**src/rtl/control_unit.sv**
```systemverilog
// control_unit: hardwired fetch/decode/execute sequencer for ALU_System.
// Drives every datapath control input from the current state and IROut.
// Optional feature macro: CU_PCPAST_EN adds a SAVE_PC state between
// FETCH_H and EXEC1 that copies PC into PCPast (one extra cycle per instruction).
module control_unit #(
    parameter logic [7:0] RESET_PC = 8'h00
) (
    input  logic        Clock,
    input  logic        Reset_n,
    input  logic [15:0] IROut,
    input  logic [3:0]  ALUOutFlag,
    output logic [2:0]  RF_OutASel,
    output logic [2:0]  RF_OutBSel,
    output logic [1:0]  RF_FunSel,
    output logic [3:0]  RF_RSel,
    output logic [3:0]  RF_TSel,
    output logic [3:0]  ALU_FunSel,
    output logic [1:0]  ARF_OutCSel,
    output logic [1:0]  ARF_OutDSel,
    output logic [1:0]  ARF_FunSel,
    output logic [3:0]  ARF_RegSel,
    output logic        IR_LH,
    output logic        IR_Enable,
    output logic [1:0]  IR_Funsel,
    output logic        Mem_WR,
    output logic        Mem_CS,
    output logic [1:0]  MuxASel,
    output logic [1:0]  MuxBSel,
    output logic        MuxCSel,
    output logic [3:0]  Flags,
    output logic        Halted
);

    typedef enum logic [2:0] {
        S_INIT    = 3'd0,
        S_FETCH_L = 3'd1,
        S_FETCH_H = 3'd2,
        S_EXEC1   = 3'd3,
        S_EXEC2   = 3'd4,
`ifdef CU_PCPAST_EN
        S_SAVE_PC = 3'd6,
`endif
        S_HALT    = 3'd5
    } state_t;

    state_t      r_state;
    state_t      w_next_state;
    logic [3:0]  r_flags;
    logic        w_flags_load;

    // Instruction fields: register numbers 0..3 map to RF selects 4..7
    logic [3:0]  w_op;
    logic [2:0]  w_rd;
    logic [2:0]  w_rs;
    logic [3:0]  w_rdoh;
    logic        w_unused;

    assign w_op     = IROut[15:12];
    assign w_rd     = {1'b1, IROut[11:10]};
    assign w_rs     = {1'b1, IROut[9:8]};
    assign w_rdoh   = 4'b1000 >> IROut[11:10];
    // Immediate/address bits go straight to the datapath; RESET_PC is always clear-to-zero
    assign w_unused = ^{IROut[7:0], RESET_PC};

    // Decoded control signals (idle unless the state says otherwise)
    logic [2:0]  w_rf_outa;
    logic [2:0]  w_rf_outb;
    logic [1:0]  w_rf_fun;
    logic [3:0]  w_rf_rsel;
    logic [3:0]  w_alu_fun;
    logic [1:0]  w_arf_outc;
    logic [1:0]  w_arf_outd;
    logic [1:0]  w_arf_fun;
    logic [3:0]  w_arf_reg;
    logic        w_ir_lh;
    logic        w_ir_en;
    logic [1:0]  w_ir_fun;
    logic        w_mem_wr;
    logic        w_mem_cs;
    logic [1:0]  w_mux_a;
    logic [1:0]  w_mux_b;
    logic        w_mux_c;

    // State register: INIT on reset, otherwise follow the decoded next state
    always_ff @(posedge Clock or negedge Reset_n) begin
        if (!Reset_n) begin
            r_state <= S_INIT;
        end else begin
            r_state <= w_next_state;
        end
    end

    // Flag latch: captures ALU flags only at the end of an ALU-op EXEC1
    always_ff @(posedge Clock or negedge Reset_n) begin
        if (!Reset_n) begin
            r_flags <= 4'b0000;
        end else if (w_flags_load) begin
            r_flags <= ALUOutFlag;
        end
    end

    // Next-state and control decode; reset low forces every output idle at once
    always_comb begin
        w_next_state = r_state;
        w_flags_load = 1'b0;
        w_rf_outa    = 3'd0;
        w_rf_outb    = 3'd0;
        w_rf_fun     = 2'b00;
        w_rf_rsel    = 4'b0000;
        w_alu_fun    = 4'h0;
        w_arf_outc   = 2'd0;
        w_arf_outd   = 2'd0;
        w_arf_fun    = 2'b00;
        w_arf_reg    = 4'b0000;
        w_ir_lh      = 1'b0;
        w_ir_en      = 1'b0;
        w_ir_fun     = 2'b00;
        w_mem_wr     = 1'b0;
        w_mem_cs     = 1'b1;
        w_mux_a      = 2'd0;
        w_mux_b      = 2'd0;
        w_mux_c      = 1'b0;

        if (!Reset_n) begin
            w_next_state = S_INIT;
        end else begin
            case (r_state)
                S_INIT: begin
                    // PC cleared to zero, IR cleared
                    w_arf_fun    = 2'b00;
                    w_arf_reg    = 4'b1000;
                    w_ir_en      = 1'b1;
                    w_ir_fun     = 2'b00;
                    w_next_state = S_FETCH_L;
                end
                S_FETCH_L, S_FETCH_H: begin
                    // Read M[PC] into one IR half, then PC++
                    w_arf_outd = 2'd3;
                    w_mem_cs   = 1'b0;
                    w_ir_en    = 1'b1;
                    w_ir_fun   = 2'b01;
                    w_arf_fun  = 2'b11;
                    w_arf_reg  = 4'b1000;
                    if (r_state == S_FETCH_H) begin
                        w_ir_lh = 1'b1;
`ifdef CU_PCPAST_EN
                        w_next_state = S_SAVE_PC;
`else
                        w_next_state = S_EXEC1;
`endif
                    end else begin
                        w_ir_lh      = 1'b0;
                        w_next_state = S_FETCH_H;
                    end
                end
`ifdef CU_PCPAST_EN
                S_SAVE_PC: begin
                    // PCPast <= PC (already pointing at the following instruction)
                    w_arf_outc   = 2'd3;
                    w_mux_b      = 2'd3;
                    w_arf_fun    = 2'b01;
                    w_arf_reg    = 4'b0001;
                    w_next_state = S_EXEC1;
                end
`endif
                S_EXEC1: begin
                    w_next_state = S_FETCH_L;
                    case (w_op)
                        4'h0: begin
                            w_mux_a   = 2'd2;
                            w_rf_fun  = 2'b01;
                            w_rf_rsel = w_rdoh;
                        end
                        4'h1, 4'h2: begin
                            // AR <= address, memory access in EXEC2
                            w_mux_b      = 2'd2;
                            w_arf_fun    = 2'b01;
                            w_arf_reg    = 4'b0100;
                            w_next_state = S_EXEC2;
                        end
                        4'h3, 4'h4, 4'h5, 4'h6, 4'h7, 4'h8, 4'h9, 4'hA: begin
                            w_rf_outa    = w_rd;
                            w_mux_c      = 1'b0;
                            w_rf_fun     = 2'b01;
                            w_rf_rsel    = w_rdoh;
                            w_mux_a      = 2'd0;
                            w_flags_load = 1'b1;
                            if (w_op <= 4'h7) begin
                                w_rf_outb = w_rs;
                            end else begin
                                w_rf_outb = 3'd0;
                            end
                            case (w_op)
                                4'h3:    w_alu_fun = 4'd4;
                                4'h4:    w_alu_fun = 4'd5;
                                4'h5:    w_alu_fun = 4'd7;
                                4'h6:    w_alu_fun = 4'd8;
                                4'h7:    w_alu_fun = 4'd10;
                                4'h8:    w_alu_fun = 4'd2;
                                4'h9:    w_alu_fun = 4'd11;
                                4'hA:    w_alu_fun = 4'd12;
                                default: w_alu_fun = 4'd0;
                            endcase
                        end
                        4'hB: begin
                            w_rf_fun  = 2'b11;
                            w_rf_rsel = w_rdoh;
                        end
                        4'hC: begin
                            w_rf_fun  = 2'b10;
                            w_rf_rsel = w_rdoh;
                        end
                        4'hD: begin
                            w_mux_b   = 2'd2;
                            w_arf_fun = 2'b01;
                            w_arf_reg = 4'b1000;
                        end
                        4'hE: begin
                            // Branch only when the latched Z flag is set
                            if (r_flags[3]) begin
                                w_mux_b   = 2'd2;
                                w_arf_fun = 2'b01;
                                w_arf_reg = 4'b1000;
                            end else begin
                                w_arf_reg = 4'b0000;
                            end
                        end
                        4'hF: begin
                            w_next_state = S_HALT;
                        end
                        default: begin
                            w_next_state = S_FETCH_L;
                        end
                    endcase
                end
                S_EXEC2: begin
                    w_arf_outd   = 2'd0;
                    w_mem_cs     = 1'b0;
                    w_next_state = S_FETCH_L;
                    if (w_op == 4'h1) begin
                        // LD: Rd <= M[AR]
                        w_mux_a   = 2'd1;
                        w_rf_fun  = 2'b01;
                        w_rf_rsel = w_rdoh;
                    end else begin
                        // ST: M[AR] <= Rd passed through the ALU
                        w_rf_outa = w_rd;
                        w_mux_c   = 1'b0;
                        w_alu_fun = 4'd0;
                        w_mem_wr  = 1'b1;
                    end
                end
                S_HALT: begin
                    w_next_state = S_HALT;
                end
                default: begin
                    w_next_state = S_INIT;
                end
            endcase
        end
    end

    assign RF_OutASel  = w_rf_outa;
    assign RF_OutBSel  = w_rf_outb;
    assign RF_FunSel   = w_rf_fun;
    assign RF_RSel     = w_rf_rsel;
    assign RF_TSel     = 4'b0000;
    assign ALU_FunSel  = w_alu_fun;
    assign ARF_OutCSel = w_arf_outc;
    assign ARF_OutDSel = w_arf_outd;
    assign ARF_FunSel  = w_arf_fun;
    assign ARF_RegSel  = w_arf_reg;
    assign IR_LH       = w_ir_lh;
    assign IR_Enable   = w_ir_en;
    assign IR_Funsel   = w_ir_fun;
    assign Mem_WR      = w_mem_wr;
    assign Mem_CS      = w_mem_cs;
    assign MuxASel     = w_mux_a;
    assign MuxBSel     = w_mux_b;
    assign MuxCSel     = w_mux_c;
    assign Flags       = r_flags;
    assign Halted      = (r_state == S_HALT);

endmodule

```
**config.mk**
```make
export PLATFORM = sky130hd
export DESIGN_NAME = control_unit
export DESIGN_NICKNAME = d
export VERILOG_FILES = /design/src/rtl/control_unit.sv
export SDC_FILE = /design/constraint.sdc
export NUM_CORES = 1
export LEC_CHECK = 0
export ABC_AREA = 1
export BUFFER_PORTS_ARGS = -buffer_cell sky130_fd_sc_hd__buf_4
export CORE_AREA = 2 2 54 56
export DETAILED_ROUTE_END_ITERATION = 16
export DIE_AREA = 0 0 56 58
export PLACE_DENSITY = 0.76
export RECOVER_POWER = 100
export SKIP_CTS_REPAIR_TIMING = 1
export SYNTH_ARGS = -nofsm -noshare
export SYNTH_HDL_FRONTEND = slang
export SYNTH_SLANG_ARGS = --single-unit
```
**constraint.sdc**
```tcl
create_clock -name Clock -period 2.9 [get_ports Clock]
set_clock_uncertainty 0.15 [all_clocks]
set_input_delay 0.58 -clock Clock [delete_from_list [all_inputs] [get_ports Clock]]
set_output_delay 0.58 -clock Clock [all_outputs]
set_load 0.02 [all_outputs]
```
==> summary.txt, run 1 <==
Run status
  – Status: completed

Detailed routing
  – Via density: 4.61
  – Starting DRT DRC Count: 35
  – Final WL: 2310 µm
  – Wirelength per Cell: 9.99 µm
  – Initial DRT Pass Iterations: 4
  – DRC violation count after routing: 0
  – Final ANT Viol Nets: 0
  – Routed vias: 1066

Synth
  – Synth Register Bits: 7
  – Synth top area cells: dfrtp_1 (18%), nand2_1 (13%), buf_4 (11%)
  – Mapped Cells: 151
  – Netlist cell types: 29
  – Synth area leader: dfrtp_1
  – Number of flops mapped to enable cells by yosys: 0
  – Synth warn: 0
  – Post-Syn Area: 983 µm²
  – Post-synth top area share: 17.8%
  – Ys async rst share: 100%
  – Sequential fraction of the synthesis area: 17.8%
  – Prevailing post-synth register cell: dfrtp_1
  – Mean Syn Cell Area: 6.51 µm²

Cells and area
  – Most frequent cells in the layout: nand2_1 (33), clkbuf_1 (28), inv_1 (21), nor2_1 (20)
  – Multi-input gate area: 639 µm²
  – Reg area: 175 µm²
  – Layout cell share with drive strength beyond 1: 20.5%
  – P&R area growth vs syn: 23.8%
  – Fin area: 1220 µm²
  – ANT cells: 0
  – Commonest non-fill, non-tap cell in the layout: nand2_1
  – Final net count: 227
  – Fill cell count: 320

Power and ir drop
  – Pwr Density: 392 nW/µm²
  – LEAKAGE: 0.673 nW
  – Worst vdd ir: 0.000284 V

Setup path
  – Crit Path Category: in2out
  – CP Data Arrival Time: 1.99 ns
  – Worst reg2reg path endpoint: Flags[3]$_DFFE_PN0P_
  – Worst Setup End Kind: output pin
  – Worst R2R Setup Slack: 1.46 ns
  – R2R cell count: 6
  – Worst r2r src: r_state[2]$_DFF_PN0_
  – Critical path fanouts, max: 15
  – Startpoint Class: input port
  – Data required, critical path: 2.17 ns
  – Crit path from: IROut[13]

Placed design
  – Gpl congestion: 0.851
  – HPWL Detailed: 1990 µm
  – Area after DPL: 1320 µm²
  – PortBufs: 48

Clock network
  – Clock buffer depth: 2
  – Clock Latency Late Sink: 0.25 ns
  – Clock Tree Root: clkbuf_4
  – Htree depth: 1
  – Sink Count: 7
  – Clk slew on worst S/H paths: 0.05 ns
  – CTS tree: done
  – Inserted Clock Buffers: 3

STA
  – # setup viols final: 0
  – Unrepaired setup endpoints after global routing: no
  – Final min period: 2.72 ns
  – Final hold vios: 0
  – TNS Setup: 0 ns
  – Fmax achieved: 368 MHz
  – Max Slew Vio Count: 0
  – Final worst-path cycle share: 93.7%

Job
  – Max-cap viol count: 0

Global route
  – Largest net degree at the start of global routing: 16
  – Global-route wire length before repair: 3920 µm
  – Antenna violations before repair: 0
  – Number of global-route vias before repair: 943
  – Grt ovf: 0
  – GRT Util Overall: 15.0%

Floorplanning
  – Core footprint: 2660 µm²
  – Number of placement rows: 19
  – Ports: 68
  – Die ar.: 3250 µm²
  – Chip Width: 56 µm
  – Die Span Y: 58 µm
  – Starting Density: 36.9%

Min path
  – Worst hold path class: in2async
## flip-flops by register name, summed over array words and instances (netlist names)
name / cells
r_state: 3
Flags: 4
## worst max path at each step
| stage | endpoint | slack, ns | cells past startpoint |
|---|---|---|---|
| after floorplan | RF_OutBSel[0] | 0.39 | 8 |
| after global placement | RF_OutBSel[1] | 0.24 | 10 |
| after detailed placement | RF_OutBSel[0] | 0.21 | 10 |
| after CTS | RF_OutBSel[0] | 0.21 | 10 |
| after global routing | RF_OutBSel[1] | 0.03 | 10 |
| final | RF_OutBSel[0] | 0.18 | 10 |
## cell families (layout without fill, tap and decap cells)
group | count (synthesis) | after routing | share of synthesized area (%)
adders and majority gates | 4 | 4 | 5.09
AOI/OAI and AO/OA | 18 | 18 | 12.6
and+or+nand+nor | 83 | 83 | 43.1
DFF | 7 | 7 | 17.8
buffers and inverters | 38 | 77 | 21.0
other | 1 | 11 | 0.381
## cell type report
type	count	area share, %
clock buffer	4	2.16
inverter	23	7.09
multi-input combinational	116	52.5
sequential	7	14.4
tap	31	3.19
timing repair buffer	50	20.7
## metal layers
| layer | vias up | track usage, % | wire (µm) |
|---|---|---|---|
| met4 | 0 | 2.04 | 11 |
| met5 | - | 0 | 0 |
| li1 | 554 | - | - |
| met1 | 473 | 18.5 | 962 |
| met3 | 2 | 4.69 | 202 |
| met2 | 37 | 26.6 | 1130 |
## where the power goes
part / switching, mW / internal (mW) / leakage, nW
clock network: 0.0349 / 0.0524 / 0.0150
logic: 0.166 / 0.0689 / 0.569
registers: 0.0270 / 0.127 / 0.0885
## cells in the mapped netlist (2+ instances only)
master   number
nor3_1        2
nand3_1      14
nor3b_1       2
a21oi_1       8
nand2_1      33
buf_4        14
inv_1        21
nor2_4        3
nand2_4       3
ha_1          4
nor2_1       20
o21ai_0       2
nor2_2        2
a22oi_1       2
dfrtp_1       7
## stage by stage
step | worst slack (ns) | std cells | hold WS [ns] | power [mW] | util, %
detailed placement | 0.211 | 227 | 0.313 | 0.432 | 49.4
finish | 0.183 | 231 | 0.248 | 0.477 | 45.7
global placement | 0.235 | 227 | 0.315 | 0.427 | 49.4
CTS | 0.207 | 231 | 0.0908 | 0.522 | 50.4
global route | 0.0341 | 231 | 0.295 | 0.522 | 45.7
floorplan | 0.389 | 161 | 0.134 | 0.340 | -
## worst max-delay path, stage by stage
cell      delay, ns
clkbuf_1       0.12
inv_1          0.13
ha_1           0.27
nor2_1         0.09
nand2_1        0.11
nand2_4        0.06
nand2_4        0.09
nand2_4        0.13
nor3b_1        0.21
clkbuf_2       0.20
No activity file was read; power rests on OpenSTA's default activity.
==> run 2, diff against run 1 <==
Settings changed: CTS_BUF_LIST set to sky130_fd_sc_hd__clkbuf_4 sky130_fd_sc_hd__clkbuf_8 sky130_fd_sc_hd__clkbuf_16.
Clock period 2.9 ns to 3 ns, I/O delays scaled along.
==> summary.txt, run 2 (same netlist as run 1, synthesis figures left out) <==
Run status
  – Status: completed

Placed design
  – Gpl congestion: 0.851 (about the same)
  – Area after DPL: 1320 µm² (unchanged)
  – HPWL Detailed: 2010 µm (+0.81%)
  – PortBufs: 48 (unchanged)

Clock network
  – CTS tree: done
  – Clock Latency Late Sink: 0.25 ns (about the same)
  – Inserted Clock Buffers: 3 (unchanged)
  – Clock buffer depth: 2 (unchanged)
  – Sink Count: 7 (unchanged)
  – Clock Tree Root: clkbuf_4
  – Clk slew on worst S/H paths: 0.05 ns (about the same)
  – Htree depth: 1 (unchanged)

Detailed routing
  – Initial DRT Pass Iterations: 4 (unchanged)
  – Via density: 4.61 (unchanged)
  – Wirelength per Cell: 10.2 µm (+1.9%)
  – Starting DRT DRC Count: 29 (-17%)
  – Routed vias: 1066 (unchanged)
  – DRC violation count after routing: 0 (unchanged)
  – Final ANT Viol Nets: 0 (unchanged)
  – Final WL: 2350 µm (+1.9%)

Global route
  – Grt ovf: 0 (unchanged)
  – Largest net degree at the start of global routing: 16 (unchanged)
  – Global-route wire length before repair: 3730 µm (-4.8%)
  – Number of global-route vias before repair: 891 (-5.5%)
  – Antenna violations before repair: 0 (unchanged)
  – GRT Util Overall: 14.7% (-0.33 points)

STA
  – Final min period: 2.74 ns
  – Unrepaired setup endpoints after global routing: no
  – TNS Setup: 0 ns (unchanged)
  – Final worst-path cycle share: 91.3%
  – Final hold vios: 0 (unchanged)
  – Max Slew Vio Count: 0 (unchanged)
  – Fmax achieved: 365 MHz
  – # setup viols final: 0 (unchanged)

Cells and area
  – Final net count: 227 (unchanged)
  – Util after Layout: 45.5% (-0.19 points)
  – Most frequent cells in the layout: nand2_1 (34), clkbuf_1 (32), inv_1 (21), nor2_1 (20), buf_4 (16)
  – Fin area: 1210 µm² (-0.41%)
  – Commonest non-fill, non-tap cell in the layout: nand2_1
  – Max reg flops: 4 (unchanged)
  – Layout cell share with drive strength beyond 1: 18.0% (-2.5 points)
  – P&R area growth vs syn: 23.3%
  – ANT cells: 0 (unchanged)

Job
  – Max-cap viol count: 0 (unchanged)

Setup path
  – CP Data Arrival Time: 1.99 ns (about the same)
  – Critical path fanouts, max: 5 (-10)
  – Worst R2R Setup Slack: 1.57 ns (+0.11 ns)
  – Data required, critical path: 2.25 ns (+0.08 ns)
  – Startpoint Class: input port
  – Worst Setup End Kind: output pin
  – Crit Path Category: in2out

Floorplanning
  – Core footprint: 2660 µm² (unchanged)
  – Number of placement rows: 19 (unchanged)
  – Ports: 68 (unchanged)
  – Starting Density: 36.9% (unchanged)
  – Chip Width: 56 µm (unchanged)
  – Die ar.: 3250 µm² (unchanged)
  – Die Span Y: 58 µm (unchanged)

Power and ir drop
  – Worst vdd ir: 0.000237 V (-16%)
  – Pwr Density: 388 nW/µm² (-0.84%)
  – LEAKAGE: 0.656 nW (-2.4%)

Min path
  – Worst hold path class: in2async
-- run 2: changes by cell type in the layout (fill, tap and decap cells not counted) --
cell / change
clkbuf_4: +1
clkbuf_1: +4
clkbuf_2: -7
nand2_4: -1
nand2_1: +1
buf_4: +2
-- run 2: area by class of cell --
| class | instances | area [µm²] |
|---|---|---|
| clock buffer | 4 | 30.0 |
| fill | 315 | 1450 |
| inverter | 23 | 86.3 |
| multi-input combinational | 116 | 632 |
| sequential | 7 | 175 |
| tap | 31 | 38.8 |
| timing repair buffer | 50 | 250 |
-- run 2: path summary, 6_finish.rpt --
| path | start | end | cells past startpoint |
|---|---|---|---|
| max | IROut[13] | RF_RSel[1] | 10 |
| min | Reset_n | Flags[0]$_DFFE_PN0P_ | 2 |
| max reg2reg | r_state[2]$_DFF_PN0_ | Flags[3]$_DFFE_PN0P_ | 6 |
| min reg2reg | Flags[2]$_DFFE_PN0P_ | Flags[2]$_DFFE_PN0P_ | 2 |
| max in group asynchronous | Reset_n | r_state[2]$_DFF_PN0_ | 2 |
| min in group Clock | Flags[2]$_DFFE_PN0P_ | Flags[2]$_DFFE_PN0P_ | 2 |
-- run 2: per-stage QoR --
step	hold slack [ns]	worst slack [ns]	total power, mW	cells
floorplan	0.154	0.449	0.328	161
global placement	0.314	0.295	0.413	227
detailed placement	0.313	0.288	0.417	227
CTS	0.108	0.273	0.514	231
global route	0.310	0.0876	0.512	231
finish	0.252	0.260	0.471	231
-- run 2: where the power goes --
group / total (mW) / switching, mW / internal [mW]
sequential: 0.148 / 0.0254 / 0.123
combinational: 0.226 / 0.161 / 0.0657
clock: 0.0964 / 0.0365 / 0.0599
-- run 2: worst max-delay path, cell delays in order --
cell and delay [ns]:
clkbuf_1 0.15, inv_1 0.11, ha_1 0.26, nor2_1 0.14, nand2_1 0.07, nand2_1 0.13, nand2_4 0.09, o21bai_2 0.18
a21oi_1 0.09, clkbuf_1 0.17
-- run 2: routing by layer --
layer  share of wire [%]  wire length [µm]  global-route usage, %
met1                  41               956                   17.0
met2                  49              1140                   25.2
met5                   0                 0                      0
met3                 9.0               212                   5.80
met4                 1.5                36                   4.42
==> run 3, diff against run 2 <==
Clock period 3 ns to 2.9 ns, I/O delays scaled along.
==> summary.txt, run 3 (same netlist as run 1, synthesis figures left out) <==
Run status
  – Status: completed

Placed design
  – HPWL Detailed: 1990 µm (-0.80%)
  – Gpl congestion: 0.851 (about the same)
  – PortBufs: 48 (unchanged)
  – Setup WS pre-CTS: 0.211 ns (-0.0773 ns)

Global route
  – Grt ovf: 0 (unchanged)
  – GRT Util Overall: 15.1% (+0.42 points)
  – Antenna violations before repair: 0 (unchanged)
  – Number of global-route vias before repair: 945 (+6.1%)
  – Largest net degree at the start of global routing: 16 (unchanged)
  – Global-route wire length before repair: 3910 µm (+4.6%)

Clock network
  – Clock Tree Root: clkbuf_4
  – Sink Count: 7 (unchanged)
  – Clk slew on worst S/H paths: 0.05 ns (about the same)
  – CTS tree: done
  – Htree depth: 1 (unchanged)
  – Inserted Clock Buffers: 3 (unchanged)
  – Clock buffer depth: 2 (unchanged)
  – Clock Latency Late Sink: 0.25 ns (about the same)

Detailed routing
  – Initial DRT Pass Iterations: 4 (unchanged)
  – Final WL: 2310 µm (-1.9%)
  – DRC violation count after routing: 0 (unchanged)
  – Via density: 4.63 (+0.38%)
  – Wirelength per Cell: 9.98 µm (-1.9%)
  – Starting DRT DRC Count: 29 (unchanged)
  – Final ANT Viol Nets: 0 (unchanged)
  – Routed vias: 1070 (+0.38%)

Min path
  – Worst hold path class: in2async

STA
  – Final hold vios: 0 (unchanged)
  – PnR worst setup slack: 0.180 ns (-0.0803 ns)
  – Final worst-path cycle share: 93.8%
  – Max Slew Vio Count: 0 (unchanged)
  – # setup viols final: 0 (unchanged)
  – Unrepaired setup endpoints after global routing: no
  – TNS Setup: 0 ns (unchanged)
  – WHS: 0.243 ns (-0.00857 ns)
  – Final min period: 2.72 ns
  – Fmax achieved: 368 MHz

Setup path
  – Worst R2R Setup Slack: 1.46 ns (-0.11 ns)
  – CP Cell Sequence: clkbuf_1, inv_1, ha_1, nor2_1, nand2_1, nand2_4, nand2_4, nand2_4, nor3b_1, clkbuf_2
  – Delay-heaviest family, CP: simple AND/OR/NAND/NOR gates
  – Critical path fanouts, max: 15 (+10)
  – Worst Path Buf+Inv: 3 (unchanged)
  – Startpoint Class: input port
  – CP Capture Point: RF_OutBSel[0]
  – Data required, critical path: 2.17 ns (-0.08 ns)
  – CP Data Arrival Time: 1.99 ns (about the same)
  – CP Depth: 10 (unchanged)
  – Crit Path Category: in2out
  – Worst Setup End Kind: output pin
  – CP peak stage delay: 0.27 ns (about the same)
  – R2R cell count: 6 (unchanged)
  – Critical path's most frequent cell: nand2_4
  – Worst reg2reg path endpoint: Flags[3]$_DFFE_PN0P_
  – Worst r2r src: r_state[2]$_DFF_PN0_
  – Crit path from: IROut[13]
  – CP max stage cell: ha_1

Cells and area
  – P&R area growth vs syn: 24.2%
  – Max reg flops: 4 (unchanged)
  – Final net count: 227 (unchanged)
  – Most frequent cells in the layout: nand2_1 (33), clkbuf_1 (27), inv_1 (21), nor2_1 (20)
  – Commonest non-fill, non-tap cell in the layout: nand2_1
  – Layout cell share with drive strength beyond 1: 21.0% (+3.0 points)
  – ANT cells: 0 (unchanged)
  – Fill cell count: 322 (+2.2%)

Power and ir drop
  – LEAKAGE: 0.676 nW (+3.0%)
  – Worst vdd ir: 0.000268 V (+13%)
  – Pwr Density: 398 nW/µm² (+2.6%)

Floorplanning
  – Die ar.: 3250 µm² (unchanged)
  – Core footprint: 2660 µm² (unchanged)
  – Chip Width: 56 µm (unchanged)
  – Ports: 68 (unchanged)
  – Starting Density: 36.9% (unchanged)
  – Die Span Y: 58 µm (unchanged)
  – Number of placement rows: 19 (unchanged)

Job
  – Max-cap viol count: 0 (unchanged)
[run 3: report_power, final]
part / switching [mW] / internal, mW / leakage, nW
Clock: 0.0349 / 0.0618 / 0.0184
Combinational: 0.167 / 0.0689 / 0.569
Sequential: 0.0270 / 0.127 / 0.0885
Total: 0.229 / 0.258 / 0.676
[run 3: worst min-delay path by stage]
stage                          from                    to  slack, ns  cells past startpoint
6_report                    Reset_n  Flags[3]$_DFFE_PN0P_       0.24                      2
5_1_grt                     Reset_n  r_state[1]$_DFF_PN0_       0.28                      2
4_1_cts                     Reset_n  r_state[1]$_DFF_PN0_       0.09                      2
3_5_place_dp   Flags[1]$_DFFE_PN0P_  Flags[1]$_DFFE_PN0P_       0.31                      2
3_3_place_gp   Flags[0]$_DFFE_PN0P_  Flags[0]$_DFFE_PN0P_       0.31                      2
2_1_floorplan               Reset_n  Flags[0]$_DFFE_PN0P_       0.13                      0
[run 3: final cells by class]
| type | count | area, µm² | area share (%) |
|---|---|---|---|
| Clock buffer | 4 | 30.0 | 2.46 |
| Tap cell | 31 | 38.8 | 3.18 |
| Multi-Input combinational cell | 116 | 639 | 52.4 |
| Inverter | 23 | 86.3 | 7.07 |
| Timing Repair Buffer | 50 | 251 | 20.6 |
| Sequential cell | 7 | 175 | 14.3 |
[run 3: through the flow]
step                utilization (%)  cell area, µm²  power [mW]  instances
floorplan                         -            1020       0.340        161
global placement               49.4            1320       0.427        227
detailed placement             49.4            1320       0.432        227
CTS                            50.5            1350       0.532        231
global route                   45.9            1220       0.535        231
finish                         45.9            1220       0.486        231
[run 3: per-layer routing]
metal / routed length, µm / part of all wire [%] / up-vias / track usage (%)
li1: - / - / 555 / -
met1: 960 / 42 / 470 / 18.5
met2: 1110 / 48 / 41 / 25.7
met3: 199 / 8.6 / 4 / 4.69
met4: 33 / 1.4 / 0 / 4.42
met5: 0 / 0 / - / 0
